[src/rtl/imem_if.sv]
// Instruction memory request/acknowledge bus between the fetch stage and imem.
interface imem_if;
  logic        req;    // request valid; addr held stable while high
  logic [31:0] addr;   // word address, bits[1:0] always zero
  logic        ack;    // one-cycle pulse, rdata valid in that cycle
  logic [31:0] rdata;  // instruction word

  modport master (output req, output addr, input ack, input rdata);
  modport slave  (input req, input addr, output ack, output rdata);
endinterface

[src/rtl/fetch_unit.sv]
// Fetch stage: holds PC_F, talks to a variable-latency instruction memory and
// owns the F/D pipeline register. Wrong-path requests that cannot be cancelled
// are tracked in DROP; data acked while the pipe is stalled is parked in HOLD.
module fetch_unit #(
  parameter logic [31:0] RESET_PC = 32'h0000_0000
) (
  input  logic        clk,
  input  logic        reset,
  input  logic        pc_enab,
  input  logic        enab_FD,
  input  logic        redirect_D,
  input  logic [31:0] redirect_pc_D,
  imem_if.master      imem,
  output logic [31:0] instr_D,
  output logic [31:0] pc_plus4_D,
  output logic        valid_D,
  output logic [31:0] bubble_cnt
);

  typedef enum logic [1:0] {
    IDLE = 2'd0,
    WAIT = 2'd1,
    HOLD = 2'd2,
    DROP = 2'd3
  } state_t;

  state_t      state_q, state_d;
  logic [31:0] pc_f_q, pc_f_d;
  logic [31:0] drop_addr_q, drop_addr_d;
  logic [31:0] buf_q, buf_d;
  logic [31:0] instr_q, instr_d;
  logic [31:0] pc_plus4_q, pc_plus4_d;
  logic        valid_q, valid_d;
  logic [31:0] bubble_cnt_q, bubble_cnt_d;

  logic        adv_s;
  logic        redir_s;
  logic [31:0] target_s;
  logic [31:0] pc_next_s;
  logic        deliver_s;
  logic        bubble_s;
  logic [31:0] deliver_word_s;

  assign adv_s     = pc_enab & enab_FD;
  // A redirect is only honoured when the pipe advances; otherwise decode re-evaluates.
  assign redir_s   = redirect_D & adv_s;
  assign target_s  = {redirect_pc_D[31:2], 2'b00};
  assign pc_next_s = pc_f_q + 32'd4;

  // Next-state logic: FSM transitions, PC/buffer updates and F/D load selection.
  always_comb begin
    state_d        = state_q;
    pc_f_d         = pc_f_q;
    drop_addr_d    = drop_addr_q;
    buf_d          = buf_q;
    deliver_s      = 1'b0;
    bubble_s       = 1'b0;
    deliver_word_s = 32'h0000_0000;
    case (state_q)
      IDLE: begin
        state_d  = WAIT;
        bubble_s = adv_s;
      end
      WAIT: begin
        if (redir_s && imem.ack) begin
          pc_f_d   = target_s;
          bubble_s = 1'b1;
        end else if (redir_s) begin
          drop_addr_d = pc_f_q;
          pc_f_d      = target_s;
          bubble_s    = 1'b1;
          state_d     = DROP;
        end else if (imem.ack && adv_s) begin
          deliver_s      = 1'b1;
          deliver_word_s = imem.rdata;
        end else if (imem.ack) begin
          buf_d   = imem.rdata;
          state_d = HOLD;
        end else begin
          bubble_s = adv_s;
        end
      end
      HOLD: begin
        if (redir_s) begin
          pc_f_d   = target_s;
          bubble_s = 1'b1;
          state_d  = WAIT;
        end else if (adv_s) begin
          deliver_s      = 1'b1;
          deliver_word_s = buf_q;
          state_d        = WAIT;
        end else begin
          state_d = HOLD;
        end
      end
      DROP: begin
        // The wrong-path request must complete; its data is thrown away.
        if (redir_s) begin
          pc_f_d = target_s;
        end else begin
          pc_f_d = pc_f_q;
        end
        if (imem.ack) begin
          state_d = WAIT;
        end else begin
          state_d = DROP;
        end
        bubble_s = adv_s;
      end
      default: begin
        state_d = IDLE;
      end
    endcase
    if (deliver_s) begin
      pc_f_d = pc_next_s;
    end else begin
      pc_f_d = pc_f_d;
    end
  end

  // F/D register next value: deliver, bubble, or hold; bubble counter saturates.
  always_comb begin
    instr_d      = instr_q;
    pc_plus4_d   = pc_plus4_q;
    valid_d      = valid_q;
    bubble_cnt_d = bubble_cnt_q;
    if (deliver_s) begin
      instr_d    = deliver_word_s;
      pc_plus4_d = pc_next_s;
      valid_d    = 1'b1;
    end else if (bubble_s) begin
      instr_d = 32'h0000_0000;
      valid_d = 1'b0;
      if (bubble_cnt_q != 32'hFFFF_FFFF) begin
        bubble_cnt_d = bubble_cnt_q + 32'd1;
      end else begin
        bubble_cnt_d = bubble_cnt_q;
      end
    end else begin
      instr_d = instr_q;
    end
  end

  // State and pipeline registers with asynchronous reset.
  always_ff @(posedge clk or posedge reset) begin
    if (reset) begin
      state_q      <= IDLE;
      pc_f_q       <= RESET_PC;
      drop_addr_q  <= 32'h0000_0000;
      buf_q        <= 32'h0000_0000;
      instr_q      <= 32'h0000_0000;
      pc_plus4_q   <= 32'h0000_0000;
      valid_q      <= 1'b0;
      bubble_cnt_q <= 32'h0000_0000;
    end else begin
      state_q      <= state_d;
      pc_f_q       <= pc_f_d;
      drop_addr_q  <= drop_addr_d;
      buf_q        <= buf_d;
      instr_q      <= instr_d;
      pc_plus4_q   <= pc_plus4_d;
      valid_q      <= valid_d;
      bubble_cnt_q <= bubble_cnt_d;
    end
  end

  assign imem.req   = (state_q == WAIT) || (state_q == DROP);
  assign imem.addr  = (state_q == DROP) ? drop_addr_q : pc_f_q;
  assign instr_D    = instr_q;
  assign pc_plus4_D = pc_plus4_q;
  assign valid_D    = valid_q;
  assign bubble_cnt = bubble_cnt_q;

endmodule
[src/flat_wrapper.sv]
// flat-port wrapper written by rule: the top's interface ports become plain ports
module fetch_unit_flat 
#(
  parameter logic [31:0] RESET_PC = 32'h0000_0000
)
  (clk, reset, pc_enab, enab_FD, redirect_D, redirect_pc_D, instr_D, pc_plus4_D, valid_D, bubble_cnt, imem_req, imem_addr, imem_ack, imem_rdata);
  imem_if imem_i ();
  input  logic clk;
  input  logic reset;
  input  logic pc_enab;
  input  logic enab_FD;
  input  logic redirect_D;
  input  logic [31:0] redirect_pc_D;
  output logic [31:0] instr_D;
  output logic [31:0] pc_plus4_D;
  output logic valid_D;
  output logic [31:0] bubble_cnt;
  output wire logic [$bits(imem_i.req)-1:0] imem_req;
  output wire logic [$bits(imem_i.addr)-1:0] imem_addr;
  input wire logic [$bits(imem_i.ack)-1:0] imem_ack;
  input wire logic [$bits(imem_i.rdata)-1:0] imem_rdata;
  assign imem_req = imem_i.req;
  assign imem_addr = imem_i.addr;
  assign imem_i.ack = imem_ack;
  assign imem_i.rdata = imem_rdata;
  fetch_unit #(.RESET_PC(RESET_PC)) u_core (.clk(clk), .reset(reset), .pc_enab(pc_enab), .enab_FD(enab_FD), .redirect_D(redirect_D), .redirect_pc_D(redirect_pc_D), .imem(imem_i), .instr_D(instr_D), .pc_plus4_D(pc_plus4_D), .valid_D(valid_D), .bubble_cnt(bubble_cnt));
endmodule
[config.mk]
export PLATFORM = sky130hd
export DESIGN_NAME = fetch_unit_flat
export DESIGN_NICKNAME = d
export VERILOG_FILES = /design/src/rtl/imem_if.sv /design/src/rtl/fetch_unit.sv /design/src/flat_wrapper.sv
export SDC_FILE = /design/constraint.sdc
export NUM_CORES = 1
export LEC_CHECK = 0
export CAP_MARGIN = 20
export CORE_MARGIN = 2
export CORE_UTILIZATION = 53
export CTS_BUF_LIST = sky130_fd_sc_hd__clkbuf_4 sky130_fd_sc_hd__clkbuf_8
export DETAILED_ROUTE_END_ITERATION = 7
export HOLD_SLACK_MARGIN = 0.05
export PLACE_DENSITY_LB_ADDON = 0.25
export SLEW_MARGIN = 40
export SYNTH_ARGS = -nofsm -noshare
export SYNTH_HDL_FRONTEND = slang
export SYNTH_SLANG_ARGS = --single-unit
export TNS_END_PERCENT = 30
[constraint.sdc]
create_clock -name clk -period 8.95 [get_ports clk]
set_input_delay 1.3425 -clock clk [delete_from_list [all_inputs] [get_ports clk]]
set_output_delay 1.3425 -clock clk [all_outputs]
set_load 0.03 [all_outputs]
==> out/qor.yml, run 1 <==
synthMuxAreaShare: 0.1041
comb_power_share: 0.427
fin_crit_ps: 3993
fin_crit_sh: 0.4461
synth_top_family_by_area: "compound AO/OA/AOI/OAI gates"
crit-reg2reg-launch: "u_core.state_q[1]"
p_int_uw: 2011
h-tree-depth: 4
antenna_cells: 0
layout.cells.non_filler: 1288
worst_slew_margin_rel: 0.4713
synthToLayoutAreaGrowth_pct: 27.50
crit_type: "input port to flip-flop"
power_switching_uw: 1387
reg2reg_depth: 8
synthArstFlopShare: 1.000
maxSlewViolCount: 0
min_delay_path_depth: 2
clock_latency_ps: 480
coreArea_um2: 17240
skew_ps: 15.98
numCtsBuffers: 17
grt_pass1_vias: 6983
yosys_warnings: 0
worstMarginPinSlew_ps: 785.8
die_w_um: 136.5
post_cts_buffers: 0
vias_per_cell: 5.734
synth_cell_type_count: 54
power_frac_clock: 0.167
hpwlAfterDp_mm: 14.73
die_area_um2: 18630
drt_iter0_markers: 353
ctsHoldBuffers: 0
rsz0062_at_grt: "false"
drive_gt1_frac: 0.1421
gr-total-overflow: 0
gp_congestion: 0.7612
ioPinCount: 200
grt_pass1_wl_mm: 35.75
maxCapViolCount: 0
worstHoldStart: "u_core.pc_plus4_D[22]"
wire_per_inst_um: 17.24
p_leak_uw: 0.004892
grtUsageTotal: 0.2438
setup_viol: 0
drc: 0
r2r_end: "u_core.pc_f_q[8]"
synth_compound_area_frac: 0.1405
synth_ff_type: "dfrtp_1"
vdd_ir_drop_max_mv: 0.2101
synth_fa_ha_area_frac: 0.009412
fin_ws_ps: 4957
grt_max_degree: 122
final_hold_viol_count: 0
pwr-share-seq: 0.406
crit_fanout: 83
min_to: "u_core.pc_plus4_D[22]"
wirelength_mm: 22.20
dr.pass1.iters: 5
power_density_nw_per_um2: 286.4
reg2reg_slack_ps: 5560
place_area_um2: 11460
initial_core_util: 0.5399
fin_setup_tns_ps: 0
cts_tree: "yes"
vias: 7386
syn_inst: 881
setup.worst_path.start_class: "input port"
outcome: "completed"
required_ps: 9310
cts_resized: 0
cts_sinks: 195
syn_nets: 958
dp.cells: 1256
critPathCaptureType: "flip-flop"
design_area_um2: 11860
synth-edff-count: 0
max-clock-path-buffers: 2
preCtsSetupSlack_ps: 4437
fmax_mhz: 250.5
synth_xor_xnor_area_share: 0.05365
arrival_ps: 4350
fin_nets: 1127
rows: 48
io_buffers: 197
cts-root-buf: "clkbuf_8"
syn_avg_cell_area_um2: 10.56
die_h_um: 136.5
yosys.area_share.simple: 0.1337
netlist_area_um2: 9305
clkTransAtPathRegs_ps: 100
min_path_type: "flip-flop to flip-flop"
synth-seq-cells: 195
hold_ws_ps: 484.2
antenna_found_initial: 0
ant_nets: 0
ys_seq_area_frac: 0.5244
swShare: 0.4083
==> Yosys cell counts (5+ instances only) <==
cell type | instances | share of area
a21oi_1 | 18 | 0.0097
a22oi_1 | 44 | 0.035
and2_1 | 6 | 0.0040
and3_1 | 14 | 0.0094
and4_1 | 9 | 0.0085
buf_1 | 5 | 0.0020
buf_2 | 13 | 0.0070
clkbuf_1 | 38 | 0.015
dfrtp_1 | 195 | 0.52
ha_1 | 7 | 0.0094
inv_1 | 17 | 0.0069
mux2_2 | 86 | 0.10
nand2_1 | 113 | 0.046
nand3_1 | 26 | 0.014
nand4_1 | 21 | 0.014
nor2_1 | 34 | 0.014
nor4_1 | 6 | 0.0040
o21ai_0 | 96 | 0.052
o22ai_1 | 7 | 0.0047
o2bb2ai_1 | 8 | 0.0075
o31a_1 | 7 | 0.0066
xnor2_1 | 43 | 0.040
xor2_1 | 14 | 0.013
==> worst max path at each step <==
| stage | start | endpoint | cells after the start |
|---|---|---|---|
| CTS | imem_ack | u_core.pc_f_q[8] | 7 |
| detailed placement | imem_ack | u_core.pc_f_q[8] | 7 |
| global placement | imem_ack | u_core.pc_f_q[8] | 7 |
| finish | imem_ack | u_core.pc_f_q[8] | 7 |
| floorplan | reset | u_core.bubble_cnt[0] | 1 |
| global route | imem_ack | u_core.pc_f_q[7] | 7 |
==> layout by cell type (no fill, tap or decap), types with 10 or more instances in the layout <==
cell type / synthesis / routed
clkdlybuf4s50_1: 0 / 197
dfrtp_1: 195 / 195
nand2_1: 113 / 113
o21ai_0: 96 / 96
mux2_2: 86 / 86
a22oi_1: 44 / 44
xnor2_1: 43 / 43
nor2_1: 34 / 30
nand3_1: 26 / 26
nand4_1: 21 / 21
a21oi_1: 18 / 18
clkbuf_8: 0 / 17
inv_1: 17 / 16
and3_1: 14 / 14
xor2_1: 14 / 14
buf_4: 1 / 10
==> sequential cells by signal, indices dropped and copies added, names as in the netlist <==
| register | count |
|---|---|
| u_core.bubble_cnt | 32 |
| u_core.pc_f_q | 32 |
| u_core.pc_plus4_D | 32 |
| u_core.drop_addr_q | 32 |
| u_core.state_q | 2 |
| u_core.instr_D | 32 |
| u_core.buf_q | 32 |
| u_core.valid_D | 1 |
==> cell type report <==
| cell class | instances | area [um^2] |
|---|---|---|
| Sequential cell | 195 | 4880 |
| Clock inverter | 15 | 160.2 |
| Inverter | 17 | 76.32 |
| Clock buffer | 17 | 234.0 |
| Multi-Input combinational cell | 609 | 4144 |
| Fill cell | 1339 | 5373 |
| Tap cell | 225 | 281.5 |
| Timing Repair Buffer | 210 | 2088 |
==> critical path: stages <==
cell and delay, ps:
clkdlybuf4s50_1 540, a21oi_2 250, or4b_4 520, buf_4 710
a21o_1 690, a21oi_1 80, o22a_1 210
==> through the flow <==
step	utilization	power [uW]
2_1_floorplan	-	2301
3_3_place_gp	0.6626	2806
3_5_place_dp	0.6651	2854
4_1_cts	0.6880	3419
5_1_grt	0.6883	3599
6_report	0.6883	3398
==> power groups by stage <==
stage / logic, uW / clock network (uW) / registers (uW)
after floorplan: 849 / 0 / 1450
after global placement: 1430 / 0 / 1380
after detailed placement: 1460 / 0 / 1390
after CTS: 1460 / 577 / 1380
after global routing: 1570 / 610 / 1420
final: 1450 / 567 / 1380
==> kinds of logic (layout without fill, tap and decap cells) <==
logic type,Yosys count,after routing
AO/OA/AOI/OAI,206,206
buffers and inverters,77,259
multiplexers,86,86
flip-flops,195,195
XOR/XNOR,57,57
AND/OR/NAND/NOR,253,253
adder cells (fa/ha/maj),7,7
==> metal layers <==
| metal | part of all wire | track usage |
|---|---|---|
| met3 | 0.070 | 0.07926 |
| met5 | 0 | 0 |
| met1 | 0.45 | 0.3341 |
| met2 | 0.47 | 0.3731 |
| met4 | 0.014 | 0.07002 |
Note: power is estimated with default switching activity, not from simulation.
==> inputs of run 2 (changes only) <==
--- a/config.mk
+++ b/config.mk
@@ -7,7 +7,7 @@
 export LEC_CHECK = 0
 export CAP_MARGIN = 20
 export CORE_MARGIN = 2
-export CORE_UTILIZATION = 53
+export CORE_UTILIZATION = 48
 export CTS_BUF_LIST = sky130_fd_sc_hd__clkbuf_4 sky130_fd_sc_hd__clkbuf_8
 export DETAILED_ROUTE_END_ITERATION = 7
 export HOLD_SLACK_MARGIN = 0.05
==> constraint.sdc (replaced) <==
create_clock -name clk -period 3.6 [get_ports clk]
set_input_delay 0.54 -clock clk [delete_from_list [all_inputs] [get_ports clk]]
set_output_delay 0.54 -clock clk [all_outputs]
set_load 0.03 [all_outputs]
==> run 2 against run 1 <==
Compared with the run above: global-route usage decreased by 1.5 points; final cell count increased by 3.0%; clock power increased to 2.8 times the previous value; sequential power increased by 150%; non-clock buffer count increased by 4; register-to-register slack got worse by 4700 ps; combinational power increased to 2.5 times the previous value; critical endpoint is now imem_addr[1]; largest cell class unchanged; highest routed layer unchanged.
==> out/qor.yml, run 2 (synthesis gave the netlist of run 1 again) <==
fin_crit_ps: 3341
clock_latency_ps: 470  # about the same
numCtsBuffers: 17  # unchanged
gp_congestion: 0.7750  # +1.8%
antenna_found_initial: 0  # unchanged
die_area_um2: 20510  # +10%
min_path_type: "input port to asynchronous set/reset pin"
maxSlewViolCount: 0  # unchanged
die_h_um: 143.2  # +4.9%
drive_gt1_frac: 0.1462  # +0.004154
grt_max_degree: 77  # -37%
rsz0062_at_grt: "false"
worst_slew_margin_rel: 0.4961  # +0.02484
io_buffers: 197  # unchanged
vias_per_cell: 5.490  # -4.3%
wire_per_inst_um: 17.19  # -0.27%
coreArea_um2: 18890  # +9.6%
cp_cell_sequence: "ha_2 -> buf_12 -> mux2_2 -> clkdlybuf4s50_1"
post_cts_buffers: 0  # unchanged
clkTransAtPathRegs_ps: 110  # about the same
cts_sinks: 195  # unchanged
max-clock-path-buffers: 2  # unchanged
hpwlAfterDp_mm: 15.25  # +3.5%
final_cell_mix: "clkdlybuf4s50_1, dfrtp_1, nand2_1, o21ai_0, mux2_2"
h-tree-depth: 4  # unchanged
maxCapViolCount: 0  # unchanged
rows: 50  # +4.2%
antenna_cells: 0  # unchanged
fin_setup_tns_ps: 0  # unchanged
drc: 0  # unchanged
skew_ps: 18.51  # +2.532 ps
gr-total-overflow: 0  # unchanged
outcome: "completed"
ant_nets: 0  # unchanged
required_ps: 3060  # -6250 ps
fin_nets: 1131  # +0.35%
cp_slowest_cell: "ha_2"
drt_iter0_markers: 368  # +4.2%
synthToLayoutAreaGrowth_pct: 29.23
vias: 7285  # -1.4%
cts_tree: "yes"
grtUsageTotal: 0.2284  # -0.01544
cts-root-buf: "clkbuf_8"
worstMarginPinSlew_ps: 755.8  # -30.02 ps
setup.worst_path.start_class: "flip-flop"
fmax_mhz: 299.3
ioPinCount: 200  # unchanged
critical-path-top-delay-family: "buffers and inverters"
layout.cells.non_filler: 1327  # +3.0%
fin_crit_sh: 0.9280
hold_ws_ps: 353.4  # -130.7 ps
final_hold_viol_count: 0  # unchanged
worst-path-buf-inv: 2  # unchanged
critPathCaptureType: "output port"
grt_pass1_wl_mm: 36.80  # +3.0%
crit_fanout: 30  # -64%
arrival_ps: 2800  # -1550 ps
dp.cells: 1294  # +3.0%
initial_core_util: 0.4925  # -0.04734
dr.pass1.iters: 4  # -1
crit_type: "flip-flop to output port"
ctsHoldBuffers: 0  # unchanged
die_w_um: 143.2  # +4.9%
final_common_cell: "clkdlybuf4s50_1"
wirelength_mm: 22.82  # +2.8%
grt_pass1_vias: 7155  # +2.5%
max_stage_delay_ps: 710  # about the same
cts_resized: 0  # unchanged
setup_viol: 0  # unchanged
p_leak_uw: 0.004951  # +1.2%
power_density_nw_per_um2: 720.6  # +150%
fill_cells: 1583  # +18%
vdd_ir_drop_max_mv: 0.4760  # +130%
finalCoreUtilization: 0.6365  # -0.05181
[run 2: final timing paths]
check / startpoint / slack [ps] / depth (start not counted) / to
setup / recovery: u_core.state_q[1] / 260 / 4 / imem_addr[1]
hold / removal: reset / 350 / 2 / u_core.pc_plus4_D[25]
setup reg to reg: u_core.state_q[1] / 870 / 7 / u_core.pc_f_q[31]
hold reg to reg: u_core.instr_D[31] / 490 / 2 / u_core.instr_D[31]
max in group asynchronous: reset / 2510 / 4 / u_core.pc_f_q[5]
min in group clk: u_core.instr_D[31] / 490 / 2 / u_core.instr_D[31]
[run 2: layout make-up]
cell class / instances / area (um^2) / area share
timing repair buffer: 214 / 2162 / 0.1798
sequential: 195 / 4880 / 0.4058
tap: 260 / 325.3 / 0.02705
inverter: 17 / 67.56 / 0.005619
multi-input combinational: 609 / 4140 / 0.3443
clock buffer: 17 / 234.0 / 0.01946
clock inverter: 15 / 216.5 / 0.01800
[run 2: metal layers]
layer	wire (um)	GRT usage	up-vias
met5	0	0	-
met4	204	0.05779	0
met3	1608	0.06908	17
met2	10930	0.3704	202
met1	10070	0.3013	3554
li1	-	-	3512
[run 2: where the power goes]
group / internal (uW) / total [uW] / switching (uW)
registers: 2860 / 3430 / 572
clock network: 726 / 1590 / 866
logic: 1640 / 3640 / 2000
[run 2: metrics by stage]
stage | worst slack (ps) | cell area (um^2) | total power (uW)
after floorplan | 541.6 | 9309 | 5721
after global placement | 553.4 | 11550 | 7030
after detailed placement | 535.6 | 11550 | 7129
after CTS | 200.2 | 12000 | 8739
after global routing | 84.55 | 12030 | 9174
final | 259.3 | 12030 | 8666
[run 2: worst register-to-register path, stage by stage, from the launching register on]
cell and delay (ps):
dfrtp_1 440, inv_1 120, ha_1 300, a21oi_2 100
or4b_4 670, buf_4 380, or4_1 530, o2111ai_1 120
==> inputs of run 3 (changes only) <==
--- a/config.mk
+++ b/config.mk
@@ -12,7 +12,6 @@
 export DETAILED_ROUTE_END_ITERATION = 7
 export HOLD_SLACK_MARGIN = 0.05
 export PLACE_DENSITY_LB_ADDON = 0.25
-export SLEW_MARGIN = 40
 export SYNTH_ARGS = -nofsm -noshare
 export SYNTH_HDL_FRONTEND = slang
 export SYNTH_SLANG_ARGS = --single-unit
==> run 3 against run 2 <==
Compared with the run above: via count is 0.41% lower; critical path depth stayed put; die area stayed put; hold slack better by 130 ps; first-iteration DRC count is 9.0% higher; sequential share of layout area is 0.089 points higher; count of clock-buffer cells in the layout stayed put; final cell count hardly changed; setup slack better by 4.5 ps; maximum frequency is 0.14% higher; register-to-register slack hardly changed; combinational power hardly changed; critical endpoint unchanged.
==> out/qor.yml, run 3 (synthesis gave the netlist of run 1 again) <==
outcome: "completed"
min_path_type: "flip-flop to flip-flop"
required_ps: 3060  # about the same
fin_setup_tns_ps: 0  # unchanged
maxSlewViolCount: 0  # unchanged
synthToLayoutAreaGrowth_pct: 28.95
io_buffers: 197  # unchanged
layout.cells.non_filler: 1326  # -0.075%
cts_resized: 0  # unchanged
die_h_um: 143.2  # unchanged
crit_type: "flip-flop to output port"
worst_slew_margin_rel: 0.4212  # -0.07494
vias: 7255  # -0.41%
fin_crit_ps: 3336  # -4.542 ps
maxCapViolCount: 0  # unchanged
cts_sinks: 195  # unchanged
final_cell_mix: "clkdlybuf4s50_1, dfrtp_1, nand2_1, o21ai_0, mux2_2"
design_area_um2: 12000  # -0.22%
numCtsBuffers: 17  # unchanged
power_density_nw_per_um2: 722.4  # +0.25%
clkTransAtPathRegs_ps: 100  # about the same
max-clock-path-buffers: 2  # unchanged
ant_nets: 0  # unchanged
worstMarginPinSlew_ps: 860.3  # +104.5 ps
min_to: "u_core.instr_D[31]"
final_hold_viol_count: 0  # unchanged
drive_gt1_frac: 0.1445  # -0.001739
min_delay_path_depth: 2
worstHoldStart: "u_core.instr_D[31]"
antenna_found_initial: 0  # unchanged
crit_fanout: 30  # unchanged
die_w_um: 143.2  # unchanged
max_stage_delay_ps: 710  # about the same
wire_per_inst_um: 17.26  # +0.41%
grt_pass1_wl_mm: 36.80  # unchanged
dr.pass1.iters: 5  # +1
startpoint: "u_core.state_q[1]"
ctsHoldBuffers: 0  # unchanged
fin_crit_sh: 0.9267  # -0.001262
worst-path-buf-inv: 2  # unchanged
hpwlAfterDp_mm: 15.25  # unchanged
grt_max_degree: 77  # unchanged
wirelength_mm: 22.89  # +0.33%
cts-root-buf: "clkbuf_8"
reg2reg_slack_ps: 870  # about the same
coreArea_um2: 18890  # unchanged
h-tree-depth: 4  # unchanged
skew_ps: 17.93  # -0.5855 ps
cts_tree: "yes"
grt_pass1_vias: 7155  # unchanged
vias_per_cell: 5.471  # -0.34%
drc: 0  # unchanged
final_common_cell: "clkdlybuf4s50_1"
vdd_ir_drop_max_mv: 0.4748  # -0.25%
post_cts_buffers: 0  # unchanged
r2r_end: "u_core.pc_f_q[31]"
reg2reg_depth: 7  # unchanged
drt_iter0_markers: 401  # +9.0%
crit-reg2reg-launch: "u_core.state_q[1]"
rsz0062_at_grt: "false"
die_area_um2: 20510  # unchanged
initial_core_util: 0.4925  # unchanged
critPathCaptureType: "output port"
cp_cell_sequence: "ha_2 -> buf_12 -> mux2_2 -> clkdlybuf4s50_1"
fin_nets: 1130  # -0.088%
fmax_mhz: 299.7  # +0.14%
gp_congestion: 0.7750  # unchanged
dp.cells: 1294  # unchanged
place_area_um2: 11550  # unchanged
arrival_ps: 2800  # about the same
clock_latency_ps: 470  # about the same
rows: 50  # unchanged
grtUsageTotal: 0.2284  # unchanged
antenna_cells: 0  # unchanged
gr-total-overflow: 0  # unchanged
critical-path-top-delay-family: "buffers and inverters"
cp_slowest_cell: "ha_2"
p_leak_uw: 0.004941  # -0.19%
setup_viol: 0  # unchanged
setup.worst_path.start_class: "flip-flop"
ioPinCount: 200  # unchanged
run 3: power by group:
part	switching [uW]	leakage, uW	internal, uW
Sequential	573	0.00254	2860
Combinational	2000	0.00217	1640
Clock	870	0.000229	727
Total	3440	0.00494	5220
run 3: worst max path at each step:
stage                                end  slack (ps)  cells past startpoint
floorplan           u_core.bubble_cnt[0]         540                      1
global placement       u_core.pc_f_q[24]         550                      6
detailed placement     u_core.pc_f_q[24]         540                      6
CTS                         imem_addr[0]         200                      4
global route                imem_addr[1]          80                      4
finish                      imem_addr[1]         260                      4
run 3: per-layer routing:
layer  GRT usage  routed length (um)  vias up
li1            -                   -     3507
met1      0.3013               10240     3528
met2      0.3704               10840      193
met3     0.06908                1565       27
met4     0.05779                 249        0
met5           0                   0        -
run 3: metrics by stage:
step,worst slack [ps],total power (uW),hold slack (ps),utilization
after floorplan,541.6,5721,473.9,-
after global placement,553.4,7030,458.6,0.6113
after detailed placement,535.6,7129,469.1,0.6113
after CTS,200.2,8739,490.7,0.6351
after global routing,84.55,9172,516.0,0.6351
final,263.8,8668,485.0,0.6351
run 3: worst register-to-register path, delay by kind of cell (launching register included):
| family | cells | cell delay (ps) |
|---|---|---|
| adder cells (fa/ha/maj) | 1 | 300 |
| flip-flops | 1 | 440 |
| buffers and inverters | 2 | 500 |
| AND/OR/NAND/NOR | 2 | 1200 |
| AO/OA/AOI/OAI | 2 | 220 |
run 3: cell type report:
type	instances	area, um^2
Timing Repair Buffer	213	2142
Clock buffer	17	234.0
Fill cell	1590	6894
Inverter	17	67.56
Clock inverter	15	216.5
Multi-Input combinational cell	609	4134
Sequential cell	195	4880
Tap cell	260	325.3
==> RTL edit (settings of run 3) <==
Re-encode `state_t` (4 states) as one-hot, 4 bits wide.
--- a/src/rtl/fetch_unit.sv
+++ b/src/rtl/fetch_unit.sv
@@ -18,9 +18,9 @@
 );
 
-  typedef enum logic [1:0] {
-    IDLE = 2'd0,
-    WAIT = 2'd1,
-    HOLD = 2'd2,
-    DROP = 2'd3
+  typedef enum logic [3:0] {
+    IDLE = 4'b0001,
+    WAIT = 4'b0010,
+    HOLD = 4'b0100,
+    DROP = 4'b1000
   } state_t;
 
Behaviour: no difference found for any inputs over 4 cycles, from zero or initial values and one cycle with reset high; so few cycles prove little.
==> RTL edit against run 3 <==
- fmax is 0.89% higher
- synthesized area is 1.7% lower
- count of clock-buffer cells in the layout stayed put
- wire length is 3.6% lower
- worst setup slack better by 30 ps
- largest power group is now sequential cells
- register-to-register slack better by 90 ps
- non-clock buffer count is 1 higher
- combinational power is 7.4% lower
- sequential cell count is 2 higher
- total power is 1.6% lower
- utilization is 0.28 points lower
- critical path depth is 1 higher
- cell area is 1.4% lower
==> RTL edit: results (changes against run 3) <==
Finish
  – Share of cells above drive strength 1: 15.0% (was 14.4%)
  – N_diodes: 0 (unchanged)
  – Final nets: 1099 (was 1130)

Worst hold path
  – Min-delay src: u_core.pc_plus4_D[11] (was u_core.instr_D[31])
  – Hold Path Stages: 2 (unchanged)
  – Hold Path End: u_core.pc_plus4_D[11] (was u_core.instr_D[31])

Global routing
  – Initial antenna violation count: 0 (unchanged)
  – Largest net degree at the start of global routing: 131 (was 77)
  – Tot GR Track Use: 22.4% (was 22.8%)
  – Vias in the first global route: 6987 (was 7155)
  – First-pass GRT wire length: 36.1 mm (was 36.8 mm)

Clock network
  – CTS Hold Bufs: 0 (unchanged)
  – Clk_lat worst skew: 460 ps
  – CTS max path bufs: 2 (unchanged)
  – H-tree levels: 4 (unchanged)

Place
  – RD Place Congestion: 0.808 (was 0.775)
  – Final HPWL DP: 14.5 mm (was 15.3 mm)
  – DP Area: 11400 µm² (was 11500 µm²)

Logic synthesis
  – Ys flop type: dfrtp_1 (unchanged)
  – Syn nets: 920 (was 958)
  – Commonest cells in the netlist: dfrtp_1, mux2_2, nand2_1, o21ai_0, nor2_1 (was dfrtp_1, nand2_1, o21ai_0, mux2_2, a22oi_1)
  – Cell variety after synth: 54 (unchanged)
  – Ranking of synthesized cells by area: dfrtp_1, mux2_2, xnor2_1, nand2_1, a222oi_1 (was dfrtp_1, mux2_2, o21ai_0, nand2_1, xnor2_1)
  – YS warnings: 0 (unchanged)
  – Post-synthesis sequential area ratio: 53.9% (was 52.4%)

Critical path
  – WP data arrival: 2770 ps (was 2800 ps)
  – CP Max Fanout: 26 (was 30)
  – R2R Path Start: u_core.state_q[0] (was u_core.state_q[1])
  – Crit path max-delay cell type: clkdlybuf4s50_1 (was ha_2)
  – Crit-path max cell delay: 600 ps (was 710 ps)
  – R2r endpoint: u_core.bubble_cnt[15] (was u_core.pc_f_q[31])
  – R2R setup slack: 960 ps (was 870 ps)

Drt
  – Routed WL per cell: 17.3 µm (about the same)
  – Starting DRT DRC Count: 545 (was 401)
  – Via/cell ratio: 5.54 (was 5.47)
  – Drt pass-1 iters: 7 (was 5)

Timing
  – Worst-Margin Slew: 861 ps (was 860 ps)
  – WHS: 485 ps (about the same)
  – Skew final: 15.1 ps (was 17.9 ps)

Outcome
  – Status: finished clean (unchanged)

Power and ir drop
  – Leakage: 5.26 nW (was 4.94 nW)
  – Maximum vdd ir drop: 0.000374 V (was 0.000475 V)
RTL edit: cell count changes after synthesis, sizes merged, moves of 13 or more:
cell,delta
inv,+29
a22oi,-43
a222oi,+32
nor2,+13
nand2,-27
o21ai,-38
RTL edit: metal layers:
| layer | track usage [%] | routed length, µm |
|---|---|---|
| met5 | 0 | 0 |
| met4 | 5.63 | 167 |
| met3 | 6.36 | 1560 |
| met2 | 35.5 | 10300 |
| met1 | 30.7 | 10000 |
RTL edit: kinds of logic (layout without fill, tap and decap cells):
| kind of cell | Yosys count | count (layout) | synth area share (%) |
|---|---|---|---|
| simple gates | 248 | 248 | 13.1 |
| compound gates | 152 | 152 | 11.6 |
| flops | 197 | 197 | 53.9 |
| buf+inv | 100 | 292 | 4.32 |
| xor+xnor | 59 | 59 | 5.65 |
| mux | 90 | 90 | 11.1 |
| fa+ha+maj | 2 | 2 | 0.274 |
RTL edit: through the flow:
step                      cells  setup slack (ps)  power [mW]
after detailed placement   1242               563        7.01
after floorplan             848               514        5.65
after global routing       1274               112        9.04
after CTS                  1274              47.1        8.60
final                      1274               293        8.53
after global placement     1242               594        6.93
RTL edit: final cells by class:
class	instances	area, µm²
Timing Repair Buffer	214	2140
Multi-Input combinational cell	551	3850
Tap cell	234	293
Clock buffer	17	234
Fill cell	1544	6880
Clock inverter	15	210
Inverter	46	176
Sequential cell	197	4930
RTL edit: critical path: cells and delay by family, from the launching register on:
| family | cells | cell delay, ps |
|---|---|---|
| DFF | 1 | 480 |
| muxes | 1 | 360 |
| and+or+nand+nor | 2 | 610 |
| buffers and inverters | 2 | 860 |
RTL edit: worst max path at each step:
stage | start | endpoint | slack, ps | cells past startpoint
2_1_floorplan | reset | u_core.bubble_cnt[0] | 510 | 1
3_3_place_gp | u_core.state_q[1] | imem_addr[12] | 590 | 5
3_5_place_dp | u_core.state_q[1] | imem_addr[12] | 560 | 5
4_1_cts | u_core.state_q[1] | imem_addr[12] | 50 | 5
5_1_grt | u_core.state_q[1] | imem_addr[12] | 110 | 5
6_report | u_core.state_q[1] | imem_addr[12] | 290 | 5
RTL edit: report_power, final:
| group | switching (mW) | internal, mW |
|---|---|---|
| Sequential | 0.623 | 2.96 |
| Combinational | 1.80 | 1.57 |
| Clock | 0.858 | 0.721 |
